==> src/rtl/pwm_pkg.sv <==
// Shared widths, configuration payload and reset constants for the PWM timebase slice.
package pwm_pkg;

  localparam int unsigned WIDTH  = 17;
  localparam int unsigned HRBITS = 3;
  localparam int unsigned CW     = WIDTH - HRBITS;

  // Period/compare configuration as written by the host and as seen by the OC block.
  typedef struct packed {
    logic [CW-1:0]    period;
    logic [WIDTH-1:0] cmpH;
    logic [WIDTH-1:0] cmpL;
  } pwm_cfg_t;

  localparam logic [CW-1:0]    PER_RST  = 14'd255;
  localparam logic [WIDTH-1:0] CMPH_RST = 17'd0;
  localparam logic [WIDTH-1:0] CMPL_RST = 17'd50;

  localparam pwm_cfg_t CFG_RST = '{period: PER_RST, cmpH: CMPH_RST, cmpL: CMPL_RST};

  // A configuration is unusable if the period is zero or either coarse compare lies past it.
  function automatic logic cfg_bad(input pwm_cfg_t c);
    return (c.period == '0)
        || (c.cmpH[WIDTH-1:HRBITS] > c.period)
        || (c.cmpL[WIDTH-1:HRBITS] > c.period);
  endfunction

endpackage

==> src/rtl/pwm_cfg_shadow.sv <==
// Single-entry configuration shadow: valid/ready accept, validation, and commit to the
// active configuration on a wrap (or immediately while the timebase is stopped).
// Ports: clk/rst; en, wrap from the timebase; wr_valid/wr_cfg host request;
// wr_ready, wr_err, pending status; cfg_act active configuration.
module pwm_cfg_shadow
  import pwm_pkg::*;
(
  input  logic     clk,
  input  logic     rst,
  input  logic     en,
  input  logic     wrap,
  input  logic     wr_valid,
  input  pwm_cfg_t wr_cfg,
  output logic     wr_ready,
  output logic     wr_err,
  output logic     pending,
  output pwm_cfg_t cfg_act
);

  logic     pending_d,  pending_q;
  logic     wr_ready_d, wr_ready_q;
  logic     wr_err_d,   wr_err_q;
  pwm_cfg_t shadow_d,   shadow_q;
  pwm_cfg_t act_d,      act_q;
  logic     accept_c, bad_c, commit_c;

  // Accept/validate/commit; accept needs !pending and commit needs pending, so they never coincide.
  always_comb begin
    pending_d  = pending_q;
    shadow_d   = shadow_q;
    act_d      = act_q;
    accept_c   = wr_valid && !pending_q;
    bad_c      = cfg_bad(wr_cfg);
    commit_c   = pending_q && (wrap || !en);
    wr_err_d   = accept_c && bad_c;

    if (commit_c) begin
      act_d     = shadow_q;
      pending_d = 1'b0;
    end
    if (accept_c && !bad_c) begin
      shadow_d  = wr_cfg;
      pending_d = 1'b1;
    end
    wr_ready_d = !pending_d;
  end

  always_ff @(posedge clk or posedge rst) begin
    if (rst) begin
      pending_q  <= 1'b0;
      wr_ready_q <= 1'b1;
      wr_err_q   <= 1'b0;
      shadow_q   <= CFG_RST;
      act_q      <= CFG_RST;
    end else begin
      pending_q  <= pending_d;
      wr_ready_q <= wr_ready_d;
      wr_err_q   <= wr_err_d;
      shadow_q   <= shadow_d;
      act_q      <= act_d;
    end
  end

  assign wr_ready = wr_ready_q;
  assign wr_err   = wr_err_q;
  assign pending  = pending_q;
  assign cfg_act  = act_q;

endmodule

==> config.mk <==
export PLATFORM = sky130hd
export DESIGN_NAME = pwm_cfg_shadow
export DESIGN_NICKNAME = d
export VERILOG_FILES = /design/src/rtl/pwm_pkg.sv /design/src/rtl/pwm_cfg_shadow.sv
export SDC_FILE = /design/constraint.sdc
export NUM_CORES = 1
export LEC_CHECK = 0
export BUFFER_PORTS_ARGS = -buffer_cell sky130_fd_sc_hd__buf_2
export CAP_MARGIN = 20
export CELL_PAD_IN_SITES_DETAIL_PLACEMENT = 1
export CELL_PAD_IN_SITES_GLOBAL_PLACEMENT = 2
export CORE_UTILIZATION = 34
export CTS_BUF_LIST = sky130_fd_sc_hd__clkbuf_8
export DETAILED_ROUTE_END_ITERATION = 8
export GPL_ROUTABILITY_DRIVEN = 0
export PLACE_DENSITY = 0.76
export REMOVE_ABC_BUFFERS = 1
export SYNTH_ARGS = -nofsm -noshare
export SYNTH_HDL_FRONTEND = slang
export SYNTH_SLANG_ARGS = --single-unit
==> constraint.sdc <==
create_clock -name clk -period 3.04 [get_ports clk]
set_clock_uncertainty 0.05 [all_clocks]
set_input_delay 0.456 -clock clk [delete_from_list [all_inputs] [get_ports clk]]
set_output_delay 0.456 -clock clk [all_outputs]
set_load 0.01 [all_outputs]
**Word level (Yosys, flattened, before mapping)**

Cells that the tools add are included.

- Add/subtract/negate cells: 0
- $mul: 0
- Divide/modulo/power cells: 0
- $lt $le $gt $ge: 2
- Equal/unequal tests: 0
- Shift-type cells: 0
- Muxes and demuxes: 2
- Bitwise operators: 0
- Reduce and logical (&&, ||, !) cells: 12

Operator list:

| operator | count |
|---|---|
| 14-bit > comparator | 2 |
| 14-bit zero test | 1 |
| 1-bit logical AND | 4 |
| 1-bit zero test | 4 |
| 1-bit logical OR | 3 |
| 1-bit 2-to-1 mux | 2 |

- Register bits after elaboration: 99
- Latch bits: 0
- Bits in writable memories: 0
- Memory bits (read-only): 0
- Bits of input ports: 53
- Output and inout bits: 51
- Logic and storage cells: 25
- Memories: 0

**Logic depth before layout (Yosys ltp)**

- Depth in word-level cells: 7
- Depth in mapped cells: 9

**Worst setup path after synthesis**

No wires, ideal clock.

- Kind: in2reg
- From: input wr_cfg[38] (netlist name)
- To: register shadow_q[0] (netlist name)
- Setup time: 0.127 ns
- Arrival time: 2.335 ns
- Required time: 2.863 ns
- Path slack: 0.527 ns
- Stages on the path: 9
- Buffers on the path: 1
- Path through: inv_1 > ha_1 > and4_1 > o21ai_1 > o211ai_1 > a211o_1 > a211oi_4 > buf_6 > mux2_1

- Cells in the longest elaborated chain, start to end: 5
- Elaborated cells between the ends (all ways): 7
- Classes of those cells: order compare: 2; reduce/logical: 5

RTL lines:

| item | line | text |
|---|---|---|
| start, declared | pwm_cfg_shadow.sv:13 | `input pwm_cfg_t wr_cfg,` |
| 14-bit > comparator / 14-bit zero test (equally long branches) | pwm_pkg.sv:24, pwm_pkg.sv:23 |  |
| 1-bit logical OR | pwm_pkg.sv:24 | `\|\| (c.cmpH[WIDTH-1:HRBITS] > c.period)` |
| 1-bit logical OR * | pwm_pkg.sv:25 | `\|\| (c.cmpL[WIDTH-1:HRBITS] > c.period);` |
| 1-bit zero test * | pwm_cfg_shadow.sv:41 | `if (accept_c && !bad_c) begin` |
| 1-bit logical AND * | pwm_cfg_shadow.sv:41 |  |
| end signal, assigned | pwm_cfg_shadow.sv:59 | `shadow_q <= shadow_d;` |
| end, declared | pwm_cfg_shadow.sv:23 | `pwm_cfg_t shadow_d, shadow_q;` |

Every way passes the cells marked *; elsewhere a longest branch is shown, timed or not.
A chain may end at the register's enable or synchronous reset.

**Worst setup path after layout**

- From: input wr_cfg[47] (netlist name)
- To: register shadow_q[20] (netlist name)

The elaborated chain is that of the path after synthesis.

==> qor.log <==
qor: synth.synthCells 308
qor: synth.synth_cell_type_count 28
qor: die.design.die.area 13400 um^2
qor: synth.synth.yosys.warnings 0
qor: pwr.power.density 812 nW/um^2
qor: finish.net_count_of_the_finished_layout 498
qor: grt.grt_antenna_before_repair 0
qor: finish.instances_no_fill 594
qor: pwr.fin_total_pwr 4.32 mW
qor: grt.globalRouteTotalUtil 15.3%
qor: critical_path.regToRegStartpoint pending
qor: die.horizontal_extent_of_the_die 116 um
qor: synth.async_flop_share 100%
qor: clocking.cts.root.buffer_cell clkbuf_8
qor: die.die_height 116 um
qor: critical_path.critPathLaunchType input port
qor: synth.yosysTopAreaCell dfrtp_1
qor: sta.timing.final.crit_share 82.7%
qor: clocking.clockBufferDepth 2
qor: synth.synth_enable_flop_cells 0
qor: critical_path.critical_path.slowest_cell nor3_1
qor: synth.post_synth.cell_area_avg 14.3 um^2
qor: synth.post-synth-top-count-cell dfrtp_1
qor: flow_run.max-cap-violations 0
qor: clocking.clk-insertion-delay-late 370 ps
qor: sta.final-setup-viol-count 0
qor: die.io_pins 104
qor: detailed_routing.routed_via_count_divided_by_cell_count 4.73
qor: sta.achievable-frequency 0.398 GHz
qor: clocking.post_cts.resized_instances 0
qor: clocking.clock_tree_from_tritoncts yes
qor: critical_path.worst-r2r-cell-count 4
qor: pwr.power.net_switching 1.27 mW
qor: clocking.ctsHoldBuffers 0
qor: pwr.intPower 3.05 mW
qor: critical_path.critical_path_peak_fanout 17
qor: pwr.flop_pwr_share 51.6%
qor: clocking.clock_sink_count 99
qor: pwr.power.leakage 2.53 nW
qor: critical_path.timing.critical_path.cells buf_2, inv_1, ha_1, nand4_1, nor3_1, nand2_1, a2bb2oi_1, a211oi_4, buf_4, mux2_1
qor: detailed_routing.drt_drc_violations_left 0
qor: detailed_routing.drt_wl_total 9380 um
qor: synth.synth_area 4410 um^2
qor: die.rows 41
qor: synth.synth.ff_latch_count 99
qor: placed_design.place.detailed.hpwl 7070 um
qor: die.initial_core_util 34.9%
qor: sta.worstMarginPinSlew 692 ps
qor: sta.maxSlewHeadroom 53.9%
qor: synth.synthTopCellsByCount 76 x dfrtp_1, 48 x mux2_1, 48 x mux2_2
qor: detailed_routing.drt-initial-drc-count 69
qor: sta.final.hold.worst_slack 141 ps
qor: finish.final_core_utilization 42.2%
qor: finish.area.growth.synth_to_final 20.7%
qor: grt.global_route.overflow_total 0
qor: critical_path.cp-end-kind flip-flop
qor: status.run_status completed
qor: synth.synth_sequential_area_ratio 56.8%
qor: finish.layout-drive-gt1-share 46.0%
qor: critical_path.critical_path_arrival 2710 ps
qor: critical_path.cp.buffers_inverters 3
qor: pwr.combPwrFrac 29.6%
qor: worst_hold_path.worst_hold_path_type input port to async pin
qor: sta.hold_violations 0
qor: grt.grt_pass1_wl 15100 um
qor: clocking.cts_max_level 3
qor: pwr.pwr-share-clk 18.8%
qor: critical_path.critical_path.top_delay_family simple AND/OR/NAND/NOR gates
qor: placed_design.io_buffers 103
qor: critical_path.r2r-end shadow_q[20]
qor: critical_path.critical-path-max-stage-delay 370 ps
qor: detailed_routing.antenna_violating_nets_post_route 0
qor: detailed_routing.route.vias.total 2812
qor: sta.finalWorstPathRequiredPeriod 2510 ps
qor: die.core 12600 um^2
qor: detailed_routing.detail_route.wl_per_cell 15.8 um
qor: pwr.ir_worst_vdd 0.363 mV
qor: critical_path.worstPathRequired 3240 ps
qor: synth.yosys_most_used_dff dfrtp_1
qor: grt.first_global_vias 2927
qor: critical_path.timing.setup.critical_path_class input port to flip-flop
qor: detailed_routing.first_pass_iters 4
qor: grt.grt_start_max_net_pins 57
qor: synth.synth_area_leaders dfrtp_1 43%, dfstp_2 14%, mux2_1 12%, mux2_2 12%, ha_1 7.9%
qor: sta.grt_setup_unrepaired false
qor: critical_path.regToRegSetupSlack 1240 ps
qor: critical_path.cp.depth 10
qor: placed_design.placed_cells_incl_taps 578
qor: synth.synth_largest_type_area_fraction 43.1%
qor: clocking.post-cts-setup-buffers 0
qor: pwr.switching_share 29.3%
qor: clocking.cts-buffers-inserted 9
qor: finish.antenna_cells 0
qor: sta.final_max_slew_viol_count 0
qor: clocking.cts.reportedPaths.clkPinSlew 80 ps
qor: sta.setup-tns-final 0 ps
[area by class of cell]
class,instances,area [um^2]
Timing Repair Buffer,108,578
Sequential cell,99,2510
Inverter,17,66.3
Clock buffer,10,138
Multi-Input combinational cell,182,1770
Tap cell,172,215
Fill cell,1380,7300
Clock inverter,6,50.0
[registers in the layout, indices dropped and copies added (netlist names)]
register  flops
cfg_act      48
wr_ready      1
pending       1
wr_err        1
shadow_q     48
[worst max path at each step]
stage               slack, ps  startpoint           end
finish                    530  wr_cfg[47]  shadow_q[20]
global route              370  wr_cfg[47]  shadow_q[26]
CTS                       550  wr_cfg[47]  shadow_q[20]
detailed placement        140  wr_cfg[47]  shadow_q[20]
global placement          160  wr_cfg[47]  shadow_q[27]
floorplan                -400  wr_cfg[38]   shadow_q[0]
[worst reg2reg max path, stage by stage (launching register included)]
cell	delay, ps
dfrtp_1	430
nand2b_1	230
a211oi_4	290
buf_4	310
mux2_1	370
[kinds of logic (layout without fill, tap and decap cells)]
logic type	Yosys count	after routing	synth area share, %
fa+ha+maj	28	28	7.95
mux	96	96	24.5
compound gates	25	25	3.72
flops	99	99	56.8
buf+inv	27	141	3.15
simple gates	33	33	3.83
[cell usage in the layout, fill, tap and decap left out, drive strengths merged]
| cell type | Yosys | routed |
|---|---|---|
| nor2b | 2 | 2 |
| a21o | 2 | 2 |
| a21oi | 14 | 14 |
| a211o | 1 | 1 |
| nor2 | 5 | 5 |
| a2bb2oi | 1 | 1 |
| o211ai | 1 | 1 |
| clkbuf | 3 | 10 |
| o31ai | 1 | 1 |
| buf | 7 | 108 |
| o21ai | 2 | 2 |
| and4 | 2 | 2 |
| o21a | 1 | 1 |
| nand2b | 3 | 3 |
| bufinv | 0 | 1 |
| nand2 | 10 | 10 |
| nand4 | 4 | 4 |
| mux2 | 96 | 96 |
| clkinv | 0 | 1 |
| dfrtp | 76 | 76 |
| a211oi | 1 | 1 |
| ha | 28 | 28 |
| inv | 17 | 21 |
| nor4 | 3 | 3 |
| dfstp | 23 | 23 |
| nor3 | 4 | 4 |
| o221ai | 1 | 1 |
[routing by layer]
layer	GRT usage (%)	wire [um]	part of all wire, %
met1	18.0	4070	43
met2	26.2	4620	49
met3	6.07	616	6.6
met4	3.59	77	0.82
met5	0	0	0
[through the flow]
| step | setup WS, ps | instance area (um^2) |
|---|---|---|
| 2_1_floorplan | -400 | 4330 |
| 4_1_cts | 545 | 5320 |
| 3_5_place_dp | 136 | 5130 |
| 3_3_place_gp | 163 | 5130 |
| 6_report | 527 | 5320 |
| 5_1_grt | 375 | 5320 |
[power by group through the flow]
stage          sequential, mW  combinational, mW  clock [mW]
3_3_place_gp             2.24               1.27           0
3_5_place_dp             2.27               1.31           0
4_1_cts                  2.25               1.31       0.859
5_1_grt                  2.31               1.43       0.902
6_report                 2.23               1.28       0.813
2_1_floorplan            2.38              0.623           0
(Power assumes the default switching activity.)
